<file path="src/rtl/fetch_pkg.sv">
// Shared types and default parameters for the instruction fetch controller.
package fetch_pkg;

  localparam int          XLEN_DEF     = 32;
  localparam logic [31:0] RESET_PC_DEF = 32'h0;
  localparam int          PC_STEP_DEF  = 4;

  typedef enum logic [1:0] {
    S_REQ  = 2'd0,
    S_WAIT = 2'd1,
    S_DROP = 2'd2
  } fetch_state_t;

endpackage

</file>
<file path="src/rtl/fetch_out_buffer.sv">
// One-entry valid/ready output register presenting fetched words to decode.
module fetch_out_buffer
  import fetch_pkg::*;
#(
  parameter int XLEN = XLEN_DEF
) (
  input  logic            clk,
  input  logic            rst,
  input  logic            load,
  input  logic            flush,
  input  logic            id_ready,
  input  logic [XLEN-1:0] load_instr,
  input  logic [XLEN-1:0] load_pc,
  output logic            if_valid,
  output logic [XLEN-1:0] if_instr,
  output logic [XLEN-1:0] if_pc
);

  logic            valid_q;
  logic [XLEN-1:0] instr_q;
  logic [XLEN-1:0] pc_q;

  // Flush beats load beats drain; contents hold while decode stalls.
  always_ff @(posedge clk) begin
    if (rst) begin
      valid_q <= 1'b0;
      instr_q <= '0;
      pc_q    <= '0;
    end else if (flush) begin
      valid_q <= 1'b0;
    end else if (load) begin
      valid_q <= 1'b1;
      instr_q <= load_instr;
      pc_q    <= load_pc;
    end else if (id_ready) begin
      valid_q <= 1'b0;
    end
  end

  assign if_valid = valid_q;
  assign if_instr = instr_q;
  assign if_pc    = pc_q;

endmodule

</file>
<file path="src/rtl/fetch_controller.sv">
// Instruction fetch sequencer: owns the PC, issues one imem request at a time,
// and handles EX redirects by flushing the output buffer and dropping stale data.
//
// state  | meaning
// S_REQ  | ready to issue a request at pc_q
// S_WAIT | request granted, waiting for rvalid of the fetch at pc_q
// S_DROP | a redirect orphaned the in-flight fetch; swallow its rvalid
module fetch_controller
  import fetch_pkg::*;
#(
  parameter int              XLEN     = XLEN_DEF,
  parameter logic [XLEN-1:0] RESET_PC = XLEN'(RESET_PC_DEF),
  parameter int              PC_STEP  = PC_STEP_DEF
) (
  input  logic            clk,
  input  logic            rst,
  input  logic            fetch_en,
  input  logic            redirect_valid,
  input  logic [XLEN-1:0] redirect_pc,
  output logic            imem_req,
  output logic [XLEN-1:0] imem_addr,
  input  logic            imem_gnt,
  input  logic            imem_rvalid,
  input  logic [XLEN-1:0] imem_rdata,
  output logic            if_valid,
  output logic [XLEN-1:0] if_instr,
  output logic [XLEN-1:0] if_pc,
  input  logic            id_ready
);

  fetch_state_t    state_q;
  logic [XLEN-1:0] pc_q;
  logic [XLEN-1:0] pc_inc;
  logic [XLEN-1:0] redirect_aligned;
  logic            buf_free;
  logic            buf_load;

  // A request is only issued when the buffer is guaranteed to have room for its response.
  always_comb begin
    buf_free         = !if_valid || id_ready;
    imem_req         = (state_q == S_REQ) && fetch_en && buf_free && !redirect_valid && !rst;
    pc_inc           = pc_q + XLEN'(PC_STEP);
    redirect_aligned = redirect_pc & ~(XLEN'(3));
    buf_load         = (state_q == S_WAIT) && imem_rvalid && !redirect_valid;
  end

  assign imem_addr = pc_q;

  // Fetch FSM and PC next-value selection; redirect overrides every state.
  always_ff @(posedge clk) begin
    if (rst) begin
      state_q <= S_REQ;
      pc_q    <= RESET_PC;
    end else if (redirect_valid) begin
      pc_q <= redirect_aligned;
      case (state_q)
        S_WAIT:  state_q <= imem_rvalid ? S_REQ : S_DROP;
        S_DROP:  state_q <= imem_rvalid ? S_REQ : S_DROP;
        default: state_q <= S_REQ;
      endcase
    end else begin
      case (state_q)
        S_REQ: begin
          if (imem_req && imem_gnt) state_q <= S_WAIT;
        end
        S_WAIT: begin
          if (imem_rvalid) begin
            pc_q    <= pc_inc;
            state_q <= S_REQ;
          end
        end
        S_DROP: begin
          if (imem_rvalid) state_q <= S_REQ;
        end
        default: state_q <= S_REQ;
      endcase
    end
  end

  fetch_out_buffer #(
    .XLEN(XLEN)
  ) u_out_buffer (
    .clk       (clk),
    .rst       (rst),
    .load      (buf_load),
    .flush     (redirect_valid),
    .id_ready  (id_ready),
    .load_instr(imem_rdata),
    .load_pc   (pc_q),
    .if_valid  (if_valid),
    .if_instr  (if_instr),
    .if_pc     (if_pc)
  );

endmodule

</file>
<file path="config.mk">
export PLATFORM = sky130hd
export DESIGN_NAME = fetch_controller
export DESIGN_NICKNAME = d
export VERILOG_FILES = /design/src/rtl/fetch_pkg.sv /design/src/rtl/fetch_out_buffer.sv /design/src/rtl/fetch_controller.sv
export SDC_FILE = /design/constraint.sdc
export NUM_CORES = 1
export LEC_CHECK = 0
export CAP_MARGIN = 30
export CORE_MARGIN = 8
export CORE_UTILIZATION = 44
export CTS_CLUSTER_DIAMETER = 60
export DETAILED_ROUTE_END_ITERATION = 10
export PLACE_DENSITY = 0.89
export RECOVER_POWER = 50
export SYNTH_ARGS = -nofsm -noshare
export SYNTH_HDL_FRONTEND = slang
export SYNTH_SLANG_ARGS = --single-unit
</file>
<file path="constraint.sdc">
create_clock -name clk -period 2.28 [get_ports clk]
set_input_delay 0.342 -clock clk [delete_from_list [all_inputs] [get_ports clk]]
set_output_delay 0.342 -clock clk [all_outputs]
set_load 0.03 [all_outputs]
</file>
# Word-level counts from Yosys, hierarchy flattened
# Index checks and enable logic that the tools add are counted.
# Widths: inputs -> output; s select.
totals:
  mem_bits_rw: 0
  memories: 0
  latchBits: 0
  inputBits: 71
  reg_bits: 99
  wordCells: 44
  rom_bits: 0
  out_inout_bits: 98
op_classes:
  n_mux: 11
  n_div: 0
  eq_ne: 4
  magnitude_cmp: 0
  bitwise_logic: 1
  multipliers: 0
  reduce_logical: 21
  add_sub_neg: 1
  n_shift: 0
op_table:
  columns: ["op", "count"]
  rows:
  - ["$mux 32", 3]
  - ["$add 32x3->32 const B", 1]
  - ["$mux 2", 5]
  - ["$reduce_and 2->1", 4]
  - ["$logic_and 1x1->1", 7]
  - ["$reduce_bool 2->1", 3]
  - ["$pmux 2 s2", 1]
  - ["$reduce_or 2->1", 2]
  - ["$logic_not 1->1", 3]
  - ["$ne 3x1->1 const B", 1]
  - ["$ne 3x2->1 const B", 1]
  - ["$eq 2x1->1 const B", 1]
  - ["$eq 2x2->1 const B", 1]
  - ["$logic_not 2->1", 1]
  - ["$mux 1", 2]
  - ["$logic_or 1x1->1", 1]
  - ["$not 1->1", 1]

# Logic depth before layout (Yosys ltp)
# Gate-level depths: netlist of run 1.
logic_depth:
  depth_word: 9
  depth_mapped: 8
  depth_no_buf: 6

# Cells and area by module
# A second synthesis of run 1 with hierarchy kept.
hier_totals:
  hier_cells: 550
  area_unflattened_um2: 5323.9
modules_own_cells:
  columns: ["mod", "instances", "cells_per_inst", "area_per_inst_um2"]
  rows:
  - ["fetch_out_buffer", 1, 296, 3268.1]
  - ["fetch_controller", 1, 254, 2055.7]

# Worst setup path before layout of run 1
# No wires, ideal clock.
synth_path:
  path_type: "register to register"
  start: "register pc_q[14], in the netlist imem_addr[14]"
  end: "register pc_q[22], in the netlist imem_addr[22]"
  setup_slack_ns: 0.374
  stages_incl_launch_ff: 6
  arrival_ns: 1.816
  n_path_buf: 1
  cell_sequence: "dfxtp_1 buf_4 and4_4 nand4_4 or4_1 a311oi_1"
synth_via:
  elab_chain_cells: 4
synth_lines:
  columns: ["item", "line", "text"]
  rows:
  - ["start: declaration", "fetch_controller.sv:32", "logic [XLEN-1:0] pc_q;"]
  - ["start signal: assignment", "fetch_controller.sv:55", "pc_q <= redirect_aligned;"]
  - ["start signal: assignment", "fetch_controller.sv:68", "pc_q <= pc_inc;"]
  - ["$add 32x3->32", "fetch_controller.sv:42", "pc_inc = pc_q + XLEN'(PC_STEP);"]
  - ["$mux 32", "fetch_controller.sv:67", "if (imem_rvalid) begin"]
  - ["$mux 32", "fetch_controller.sv:62", "case (state_q)"]
  - ["$mux 32", "fetch_controller.sv:54", "end else if (redirect_valid) begin"]
# No other way between the ends. The select of a mux whose other input is x is not followed.
# A chain may end at the register's enable or synchronous reset.

# Final worst setup path of run 1
layout_path:
  start: "register state_q[1]"
  end: "register pc_q[20], in the netlist imem_addr[20]"
layout_via:
  elab_chain_cells: 3
layout_lines:
  columns: ["item", "line", "text"]
  rows:
  - ["start: declaration", "fetch_controller.sv:31", "fetch_state_t state_q;"]
  - ["start signal: assignment", "fetch_controller.sv:57", "S_WAIT: state_q <= imem_rvalid ? S_REQ : S_DROP;"]
  - ["start signal: assignment", "fetch_controller.sv:58", "S_DROP: state_q <= imem_rvalid ? S_REQ : S_DROP;"]
  - ["$eq 2x1->1", "fetch_controller.sv:62", null]
  - ["$reduce_bool 2->1 (no line)", null, null]
  - ["$reduce_and 2->1 (no line)", null, null]
# No other way between the ends.

==> key figures, run 1 <==
Status
  – Status: complete, no violations

Setup path
  – Setup crit end kind: flop
  – CP top delay family: simple AND/OR/NAND/NOR gates
  – Worst path bufs/invs: 1
  – Crit Path Category: flop to flop
  – Worst path slowest cell: or4_1
  – WP data arrival: 2270 ps
  – Critical R2R Capture: imem_addr[20]
  – Worst r2r path cells: 6
  – Worst R2R Start: state_q[1]
  – CP startpoint kind: flop
  – Critical path peak fanout: 17
  – R2r setup slk: 270 ps
  – Cell breakdown of the critical path: inv_1, ha_1, and2_4, nand4_4, or4_1, a311oi_1
  – WP data required: 2550 ps
  – Worst path max stage delay: 570 ps

CTS
  – Post-cts gate resize count: 0
  – Clk slew on worst S/H paths: 90 ps
  – H-tree depth: 3
  – Clock root cell: clkbuf_8
  – Later-pin clock latency in the skew report: 360 ps
  – Sink Count: 95
  – TritonCTS Buffers: 9
  – Hold buffers post-CTS: 0
  – Buffer levels on the longest clock path: 2
  – CTS tree: done
  – Setup bufs post-CTS: 0

Yosys
  – Mapped Avg Cell Area: 8.025 um2
  – Register area share after synthesis: 0.4455
  – Synth Warn #: 0
  – Post-Syn Instances: 532
  – Area contributors post-synth: dfxtp_1, nand2_1, a21oi_1, nor2_1, clkbuf_1
  – Seq cells post-synth: 95
  – Top cell type's share of synthesized area: 0.4455
  – Distinct cells, synth: 53
  – Syn Std Cell Area: 4269 um2
  – Biggest area consumer among synthesized cells: dfxtp_1

Finish
  – Area delta synth->final: 44.37%
  – Most common cell after layout, fill and taps aside: nand2_1
  – Fillers: 841
  – Fraction of final layout cells sized beyond drive strength 1: 0.07424
  – Fin nets: 756
  – Commonest non-fill, non-tap cells in the layout: nand2_1, clkdlybuf4s50_1, dfxtp_1
  – Core Util, Final: 0.6424

Timing
  – Tightest Pin Transition: 634.9 ps
  – Final setup viols: 0
  – Crit path time final: 2006 ps
  – Max-slew violations: 0
  – TNS Setup: 0 ps
  – Post-route setup slack: 273.8 ps
  – Fmax: 0.4985 GHz
  – Final Cycle Share: 0.8799
  – Rel. slew slack: 0.5768
  – RSZ-0062 raised after global routing: false
  – Worst Skew: 8.309 ps
  – Hold Vio Cnt, Final: 0
  – Final Hold Slack: 384.8 ps

Worst hold path
  – Hold Path End: u_out_buffer.if_instr[2]
  – Worst Hold Launch: rst
  – Hold depth: 2
  – Hold Crit Class: primary input to flop

Route
  – DRC: 0
  – Iteration-0 DRC count of the detailed router: 242
  – First-pass DRT Iterations: 5
  – Via count: 4,343
  – Mean number of vias per cell: 5.290
  – Antenna-violating nets left: 0
  – Routed wire length: 13,330 um
  – Per-cell routed wire length: 16.23 um

Die
  – Chip Width: 114.5 um
  – Initial Utilization: 0.4450
  – Die height: 114.5 um
  – I/O pins: 169
  – Rows: 36
  – Core area: 9594 um2
  – Total die area: 13,110 um2

Place
  – Hpwl dp: 9890 um
  – RD Place Congestion: 0.8314
  – Dpl ws: 86.99 ps
  – # port buffers: 162

Global route
  – Total Routing Usage GR: 0.1994
  – Initial antenna violation count: 1
  – Remaining global-route overflow: 0
  – Vias in the first global route: 4,240
  – Largest net degree at the start of global routing: 63
  – First-pass GRT wire length: 21,020 um

Power and ir drop
  – Peak supply drop: 0.3281 mV
  – Power Total: 3.251 mW
  – Leakage: 2.293 nW
  – Pwr Density: 527.5 nW/um2

Job
  – Total of max-cap violations: 0
## cells in the mapped netlist (all sizes together)
cell type	n
a2111oi	6
a211o	1
a211oi	10
a21boi	1
a21o	1
a21oi	68
a221oi	2
a311oi	10
a31oi	3
a41oi	1
and2	6
and3	4
and4	9
and4bb	1
buf	15
clkbuf	27
clkinv	1
conb	1
dfxtp	95
ha	3
inv	10
nand2	144
nand2b	2
nand3	13
nand4	15
nor2	28
nor2b	2
nor3	4
nor3b	5
nor4	4
o211ai	1
o21ai	4
o21bai	1
o31ai	6
or2	1
or3	5
or4	10
xnor2	8
xor2	4
## power by group
group | switching, mW | leakage, nW | internal [mW] | total, mW
sequential | 0.0632 | 0.773 | 1.70 | 1.76
combinational | 0.238 | 1.43 | 0.238 | 0.476
clock | 0.558 | 0.0894 | 0.454 | 1.01
## worst max path at each step
stage / from / to / slack [ps] / cells after the start
after floorplan: imem_addr[14] / imem_addr[22] / 370 / 5
after global placement: imem_rvalid / imem_addr[22] / 180 / 5
after detailed placement: imem_rvalid / imem_addr[20] / 90 / 5
after CTS: state_q[1] / imem_addr[20] / 260 / 6
after global routing: redirect_valid / u_out_buffer.if_pc[18] / 90 / 6
final: state_q[1] / imem_addr[20] / 270 / 6
## area by class of cell
class,count,area [um2],share of cell area
Clock buffer,13,158.9,0.02578
Sequential cell,95,1902,0.3086
Clock inverter,3,17.52,0.002842
Antenna cell,1,2.502,0.0004060
Multi-Input combinational cell,387,2118,0.3437
Tap cell,133,166.4,0.02700
Timing Repair Buffer,178,1757,0.2850
Inverter,11,41.29,0.006699
## per-stage QoR
stage               cells  instance area (um2)
floorplan             535                 4280
global placement      804                 5989
detailed placement    804                 5989
CTS                   820                 6166
global route          821                 6163
finish                821                 6163
## cells by family after synthesis
kind of cell	Yosys count	synth area share
simple gates	253	0.2887
compound gates	115	0.1682
flops	95	0.4455
buf+inv	53	0.06331
xor+xnor	12	0.02462
fa+ha+maj	3	0.008793
other cells	1	0.0008784
## registers in the layout (all words and copies together) (netlist names)
signal / cells
u_out_buffer.if_pc: 30
imem_addr: 30
state_q: 2
u_out_buffer.if_instr: 32
u_out_buffer.if_valid: 1
## metal layers
metal / vias up / GRT usage / share of wire
met5: - / 0 / 0
met1: 2030 / 0.2268 / 0.40
li1: 2144 / - / -
met3: 23 / 0.07437 / 0.082
met2: 146 / 0.3312 / 0.50
met4: 0 / 0.07720 / 0.020
Power figures use the tool's default switching activity.
==> run 2: changes to the inputs <==
--- a/config.mk
+++ b/config.mk
@@ -5,11 +5,13 @@
 export SDC_FILE = /design/constraint.sdc
 export NUM_CORES = 1
 export LEC_CHECK = 0
+export ABC_AREA = 1
 export CAP_MARGIN = 30
 export CORE_MARGIN = 8
-export CORE_UTILIZATION = 44
+export CORE_UTILIZATION = 45
 export CTS_CLUSTER_DIAMETER = 60
 export DETAILED_ROUTE_END_ITERATION = 10
+export GPL_ROUTABILITY_DRIVEN = 0
 export PLACE_DENSITY = 0.89
 export RECOVER_POWER = 50
 export SYNTH_ARGS = -nofsm -noshare
==> key figures, run 2 <==
Status
  – Status: complete, no violations (unchanged)

CTS
  – Sink Count: 95 (unchanged)
  – Post-cts gate resize count: 0 (unchanged)
  – Setup bufs post-CTS: 0 (unchanged)
  – Clock root cell: clkbuf_8 (unchanged)
  – H-tree depth: 3 (unchanged)
  – CTS tree: done (unchanged)
  – Hold buffers post-CTS: 0 (unchanged)
  – TritonCTS Buffers: 9 (unchanged)
  – Buffer levels on the longest clock path: 2 (unchanged)
  – Later-pin clock latency in the skew report: 370 ps (was 360 ps)
  – Clk slew on worst S/H paths: 100 ps (was 90 ps)

Yosys
  – Top cell type's share of synthesized area: 0.4193 (was 0.4455)
  – Biggest area consumer among synthesized cells: dfxtp_1 (unchanged)
  – Distinct cells, synth: 46 (was 53)
  – Ys async rst share: 0 (unchanged)
  – Register area share after synthesis: 0.4193 (was 0.4455)
  – Syn Std Cell Area: 4536 um2 (was 4269 um2)
  – Mapped Avg Cell Area: 7.165 um2 (was 8.025 um2)
  – Most frequent cell after synthesis: nor2_1 (was nand2_1)
  – Synth cell count leaders: nor2_1, nand2_1, dfxtp_1 (was nand2_1, dfxtp_1, a21oi_1)
  – Post-Syn Instances: 633 (was 532)
  – Area contributors post-synth: dfxtp_1, nor2_1, nand2_1, o21ai_0, inv_1 (was dfxtp_1, nand2_1, a21oi_1, nor2_1, clkbuf_1)
  – Seq cells post-synth: 95 (unchanged)
  – Post-synth EDFFs: 0 (unchanged)
  – Main synth FF type: dfxtp_1 (unchanged)
  – Synth Warn #: 0 (unchanged)

Route
  – Per-cell routed wire length: 16.76 um (was 16.23 um)
  – Antenna-violating nets left: 0 (unchanged)
  – Mean number of vias per cell: 5.264 (was 5.290)
  – DRC: 0 (unchanged)
  – First-pass DRT Iterations: 5 (unchanged)
  – Routed wire length: 15,420 um (was 13,330 um)
  – Iteration-0 DRC count of the detailed router: 265 (was 242)
  – Via count: 4,843 (was 4,343)

Global route
  – Vias in the first global route: 4,969 (was 4,240)
  – First-pass GRT wire length: 24,040 um (was 21,020 um)
  – Total Routing Usage GR: 0.2263 (was 0.1994)
  – Initial antenna violation count: 0 (was 1)
  – Remaining global-route overflow: 0 (unchanged)
  – Largest net degree at the start of global routing: 98 (was 63)

Timing
  – RSZ-0062 raised after global routing: false (unchanged)
  – Final setup viols: 0 (unchanged)
  – TNS Setup: 0 ps (unchanged)
  – Tightest Pin Transition: 659.8 ps (was 634.9 ps)
  – Post-route setup slack: 266.6 ps (was 273.8 ps)
  – Fmax: 0.4967 GHz (was 0.4985 GHz)
  – Final Hold Slack: 466.6 ps (was 384.8 ps)
  – Max-slew violations: 0 (unchanged)
  – Hold Vio Cnt, Final: 0 (unchanged)
  – Final Cycle Share: 0.8831 (was 0.8799)
  – Rel. slew slack: 0.5602 (was 0.5768)
  – Crit path time final: 2013 ps (was 2006 ps)
  – Worst Skew: 12.05 ps (was 8.309 ps)

Job
  – Total of max-cap violations: 0 (unchanged)

Die
  – Rows: 36 (unchanged)
  – Die height: 116.4 um (was 114.5 um)
  – I/O pins: 169 (unchanged)
  – Total die area: 13,550 um2 (was 13,110 um2)
  – Chip Width: 116.4 um (was 114.5 um)
  – Core area: 9774 um2 (was 9594 um2)
  – Initial Utilization: 0.4640 (was 0.4450)

Power and ir drop
  – Pint: 2.574 mW (was 2.392 mW)
  – Leakage: 2.832 nW (was 2.293 nW)
  – Comb power frac: 0.140 (was 0.146)
  – Net switching power: 0.9164 mW (was 0.8597 mW)
  – Peak supply drop: 0.4253 mV (was 0.3281 mV)
  – Clock share of power: 0.359 (was 0.311)
  – Power Total: 3.491 mW (was 3.251 mW)
  – Sw Ratio: 0.2625 (was 0.2644)
  – Power share of the sequential group: 0.502 (was 0.542)
  – Pwr Density: 541.4 nW/um2 (was 527.5 nW/um2)

Finish
  – Max reg flops: 32 (unchanged)
  – Core Util, Final: 0.6596 (was 0.6424)
  – Commonest non-fill, non-tap cells in the layout: nor2_1, clkdlybuf4s50_1, nand2_1 (was nand2_1, clkdlybuf4s50_1, dfxtp_1)
  – Most common cell after layout, fill and taps aside: nor2_1 (was nand2_1)
  – Fraction of final layout cells sized beyond drive strength 1: 0.07751 (was 0.07424)
  – Area delta synth->final: 42.15% (was 44.37%)
  – Final instance count without filler cells: 920 (was 821)
  – Post-route cell area: 6447 um2 (was 6163 um2)
  – Ant diodes: 0 (was 1)
  – Fin nets: 856 (was 756)

Setup path
  – WP data arrival: 2290 ps (was 2270 ps)
  – Crit Path Category: primary input to flop (was flop to flop)
  – WP data required: 2550 ps (about the same)
  – Setup crit end kind: flop (unchanged)
  – Critical Path Start: redirect_valid (was state_q[1])
  – Critical path peak fanout: 11 (was 17)
  – R2r setup slk: 370 ps (was 270 ps)
  – Worst R2R Start: state_q[1] (unchanged)
  – CP startpoint kind: primary input (was flop)

Place
  – Dpl ws: 110.5 ps (was 86.99 ps)
  – # port buffers: 162 (unchanged)
  – Placed Cells incl. Taps: 904 (was 804)
  – Post-DP Area: 6236 um2 (was 5989 um2)
  – Hpwl dp: 11,490 um (was 9890 um)

Worst hold path
  – Hold Crit Class: flop to flop (was primary input to flop)
  – Worst Hold Launch: u_out_buffer.if_pc[14] (was rst)
==> run 2: changes by cell type in the layout (fill, tap and decap cells not counted), sizes merged, moves of 9 or more <==
cell / change
inv: +50
or4: -10
nand2: -22
nand4: -9
a311oi: -10
and4: -9
o21ai: +65
dlygate4sd3: -15
a21oi: -44
clkdlybuf4s50: +16
nor2: +107
nand3: +16
==> run 2: kinds of logic (layout without fill, tap and decap cells) <==
logic type	Yosys count	in the layout	synth area share
and+or+nand+nor	312	312	0.3214
DFF	95	95	0.4193
buffers and inverters	97	248	0.09158
AOI/OAI and AO/OA	120	120	0.1490
adders and majority gates	3	3	0.008277
other	1	4	0.0008268
xor gates and xnor gates	5	5	0.009655
==> run 2: path summary, 6_finish.rpt <==
path / endpoint / cells after the start
hold / removal: u_out_buffer.if_pc[14] / 2
setup reg to reg: u_out_buffer.if_instr[10] / 8
hold reg to reg: u_out_buffer.if_pc[14] / 2
setup / recovery: imem_addr[26] / 8
==> run 2: per-layer routing <==
metal | wire, um | up-vias | GRT usage
met5 | 0 | - | 0
met4 | 407 | 0 | 0.09594
met3 | 1958 | 32 | 0.1075
met2 | 7187 | 256 | 0.3775
met1 | 5862 | 2231 | 0.2405
li1 | - | 2324 | -
==> run 2: power by group through the flow <==
stage / combinational (mW) / sequential (mW) / clock (mW)
floorplan: 0.163 / 1.86 / 0
global placement: 0.478 / 1.79 / 0
detailed placement: 0.490 / 1.79 / 0
CTS: 0.493 / 1.75 / 1.27
global route: 0.521 / 1.76 / 1.34
finish: 0.488 / 1.75 / 1.25
==> run 2: worst max-delay path: stages <==
cell           delay [ps]
dlygate4sd3_1         750
inv_2                 190
nand2_2               190
inv_1                 260
a22o_1                270
nand3b_1              170
nand2_1                70
inv_1                  40
==> run 2: cell type report <==
| cell class | count | area, um2 |
|---|---|---|
| inverter | 62 | 234.0 |
| sequential | 95 | 1902 |
| tap | 133 | 166.4 |
| fill | 823 | 3327 |
| multi-input combinational | 444 | 2222 |
| timing repair buffer | 170 | 1700 |
| clock buffer | 11 | 141.4 |
| clock inverter | 5 | 81.33 |
==> run 3: changes to the inputs <==
--- a/config.mk
+++ b/config.mk
@@ -7,8 +7,10 @@
 export LEC_CHECK = 0
 export ABC_AREA = 1
 export CAP_MARGIN = 30
+export CELL_PAD_IN_SITES_DETAIL_PLACEMENT = 1
+export CELL_PAD_IN_SITES_GLOBAL_PLACEMENT = 1
 export CORE_MARGIN = 8
-export CORE_UTILIZATION = 45
+export CORE_UTILIZATION = 31
 export CTS_CLUSTER_DIAMETER = 60
 export DETAILED_ROUTE_END_ITERATION = 10
 export GPL_ROUTABILITY_DRIVEN = 0
==> key figures, run 3 (same netlist as run 2, synthesis figures left out) <==
CTS
  – CTS tree: done (unchanged)
  – Buffer levels on the longest clock path: 2 (unchanged)
  – Hold buffers post-CTS: 0 (unchanged)
  – Sink Count: 95 (unchanged)
  – H-tree depth: 3 (unchanged)
  – Clk slew on worst S/H paths: 60 ps (was 100 ps)
  – Clock root cell: clkbuf_16 (was clkbuf_8)
  – TritonCTS Buffers: 9 (unchanged)
  – Setup bufs post-CTS: 0 (unchanged)
  – Later-pin clock latency in the skew report: 350 ps (was 370 ps)
  – Post-cts gate resize count: 0 (unchanged)

Timing
  – Rel. slew slack: 0.5122 (was 0.5602)
  – Final Cycle Share: 0.8702 (was 0.8831)
  – Worst Skew: 6.267 ps (was 12.05 ps)
  – TNS Setup: 0 ps (unchanged)
  – Crit path time final: 1984 ps (was 2013 ps)
  – Hold Vio Cnt, Final: 0 (unchanged)
  – Max-slew violations: 0 (unchanged)
  – Fmax: 0.5040 GHz (was 0.4967 GHz)
  – Final setup viols: 0 (unchanged)
  – RSZ-0062 raised after global routing: false (unchanged)
  – Tightest Pin Transition: 731.7 ps (was 659.8 ps)

Route
  – Per-cell routed wire length: 17.43 um (was 16.76 um)
  – Antenna-violating nets left: 0 (unchanged)
  – DRC: 0 (unchanged)
  – Iteration-0 DRC count of the detailed router: 156 (was 265)
  – First-pass DRT Iterations: 4 (was 5)
  – Routed wire length: 16,960 um (was 15,420 um)
  – Mean number of vias per cell: 4.859 (was 5.264)
  – Via count: 4,728 (was 4,843)

Power and ir drop
  – Sw Ratio: 0.2673 (was 0.2625)
  – Clock share of power: 0.404 (was 0.359)
  – Pint: 2.755 mW (was 2.574 mW)
  – Net switching power: 1.005 mW (was 0.9164 mW)
  – Pwr Density: 572.8 nW/um2 (was 541.4 nW/um2)
  – Peak supply drop: 0.4166 mV (was 0.4253 mV)
  – Power share of the sequential group: 0.466 (was 0.502)
  – Comb power frac: 0.130 (was 0.140)
  – Power Total: 3.760 mW (was 3.491 mW)
  – Leakage: 2.869 nW (was 2.832 nW)

Global route
  – Initial antenna violation count: 1 (was 0)
  – Largest net degree at the start of global routing: 98 (unchanged)
  – Total Routing Usage GR: 0.1782 (was 0.2263)
  – First-pass GRT wire length: 25,940 um (was 24,040 um)
  – Vias in the first global route: 4,883 (was 4,969)
  – Remaining global-route overflow: 0 (unchanged)

Finish
  – Fin nets: 858 (was 856)
  – Sequential Area: 1902 um2 (unchanged)
  – Ant diodes: 0 (unchanged)
  – Fillers: 1,803 (was 823)
  – Commonest non-fill, non-tap cells in the layout: nor2_1, clkdlybuf4s50_1, nand2_1 (unchanged)
  – Multi-input logic area: 2200 um2 (was 2222 um2)
  – Max reg flops: 32 (unchanged)
  – Most common cell after layout, fill and taps aside: nor2_1 (unchanged)
  – Fraction of final layout cells sized beyond drive strength 1: 0.07985 (was 0.07751)
  – Area delta synth->final: 44.74% (was 42.15%)

Setup path
  – WP data arrival: 1640 ps (was 2290 ps)
  – Worst path slowest cell: clkdlybuf4s50_1 (was dlygate4sd3_1)
  – Worst path max stage delay: 770 ps (was 750 ps)
  – CP top delay family: buffers and inverters (unchanged)
  – Cell breakdown of the critical path: clkdlybuf4s50_1 (was dlygate4sd3_1, inv_2, nand2_2, inv_1, a22o_1, nand3b_1, nand2_1, inv_1)
  – Crit Path Category: flop to primary output (was primary input to flop)
  – Worst R2R Start: imem_addr[3] (was state_q[1])
  – Worst path bufs/invs: 1 (was 4)
  – Critical path peak fanout: 7 (was 11)
  – WP data required: 1940 ps (was 2550 ps)
  – Critical Path Start: imem_addr[6] (was redirect_valid)
  – Setup crit end kind: primary output (was flop)
  – CP startpoint kind: flop (was primary input)

Die
  – Rows: 44 (was 36)
  – Die height: 137.0 um (was 116.4 um)
  – Total die area: 18,760 um2 (was 13,550 um2)
  – Chip Width: 137.0 um (was 116.4 um)
  – Initial Utilization: 0.3145 (was 0.4640)
  – Core area: 14,420 um2 (was 9774 um2)
  – I/O pins: 169 (unchanged)

Worst hold path
  – Worst Hold Launch: u_out_buffer.if_pc[14] (unchanged)
  – Hold Crit Class: flop to flop (unchanged)

Place
  – Hpwl dp: 12,440 um (was 11,490 um)
  – # port buffers: 162 (unchanged)

Status
  – Status: complete, no violations (unchanged)

Job
  – Total of max-cap violations: 0 (unchanged)
## run 3: layout make-up
class / count / area share
repair buffers: 172 / 0.2596
flip-flops and latches: 95 / 0.2897
clock buffers: 12 / 0.04059
multi-input cells: 444 / 0.3350
well taps: 184 / 0.03507
inverters: 62 / 0.03564
clock inverters: 4 / 0.004383
## run 3: worst paths after layout
kind | end | slack, ps | depth (start not counted)
setup reg to reg | imem_addr[24] | 340 | 10
hold reg to reg | u_out_buffer.if_pc[14] | 470 | 2
hold / removal | u_out_buffer.if_pc[14] | 470 | 2
setup / recovery | imem_addr[6] | 300 | 1
## run 3: metal layers
metal  vias to the layer above  track usage  routed length [um]  part of all wire
met4                         2      0.06759                 314             0.019
met1                      2232       0.1979                6875              0.41
li1                       2329            -                   -                 -
met3                        18      0.08921                2027              0.12
met5                         -            0                  11           0.00065
met2                       147       0.2865                7735              0.46
## run 3: through the flow
stage	hold slack (ps)	util	std cells	area, um2	setup WS (ps)
6_report	468.3	0.4552	973	6565	296.0
5_1_grt	489.6	0.4552	973	6565	167.7
4_1_cts	475.7	0.4574	973	6598	229.8
3_5_place_dp	465.7	0.4369	957	6302	234.9
3_3_place_gp	453.0	0.4369	957	6302	280.2
2_1_floorplan	439.4	-	636	4547	588.2
## run 3: power by group through the flow
| stage | clock network, mW | registers, mW | logic [mW] |
|---|---|---|---|
| after floorplan | 0 | 1.86 | 0.163 |
| after global placement | 0 | 1.79 | 0.486 |
| after CTS | 1.56 | 1.75 | 0.499 |
| final | 1.52 | 1.75 | 0.489 |
| after detailed placement | 0 | 1.79 | 0.495 |
| after global routing | 1.61 | 1.76 | 0.529 |
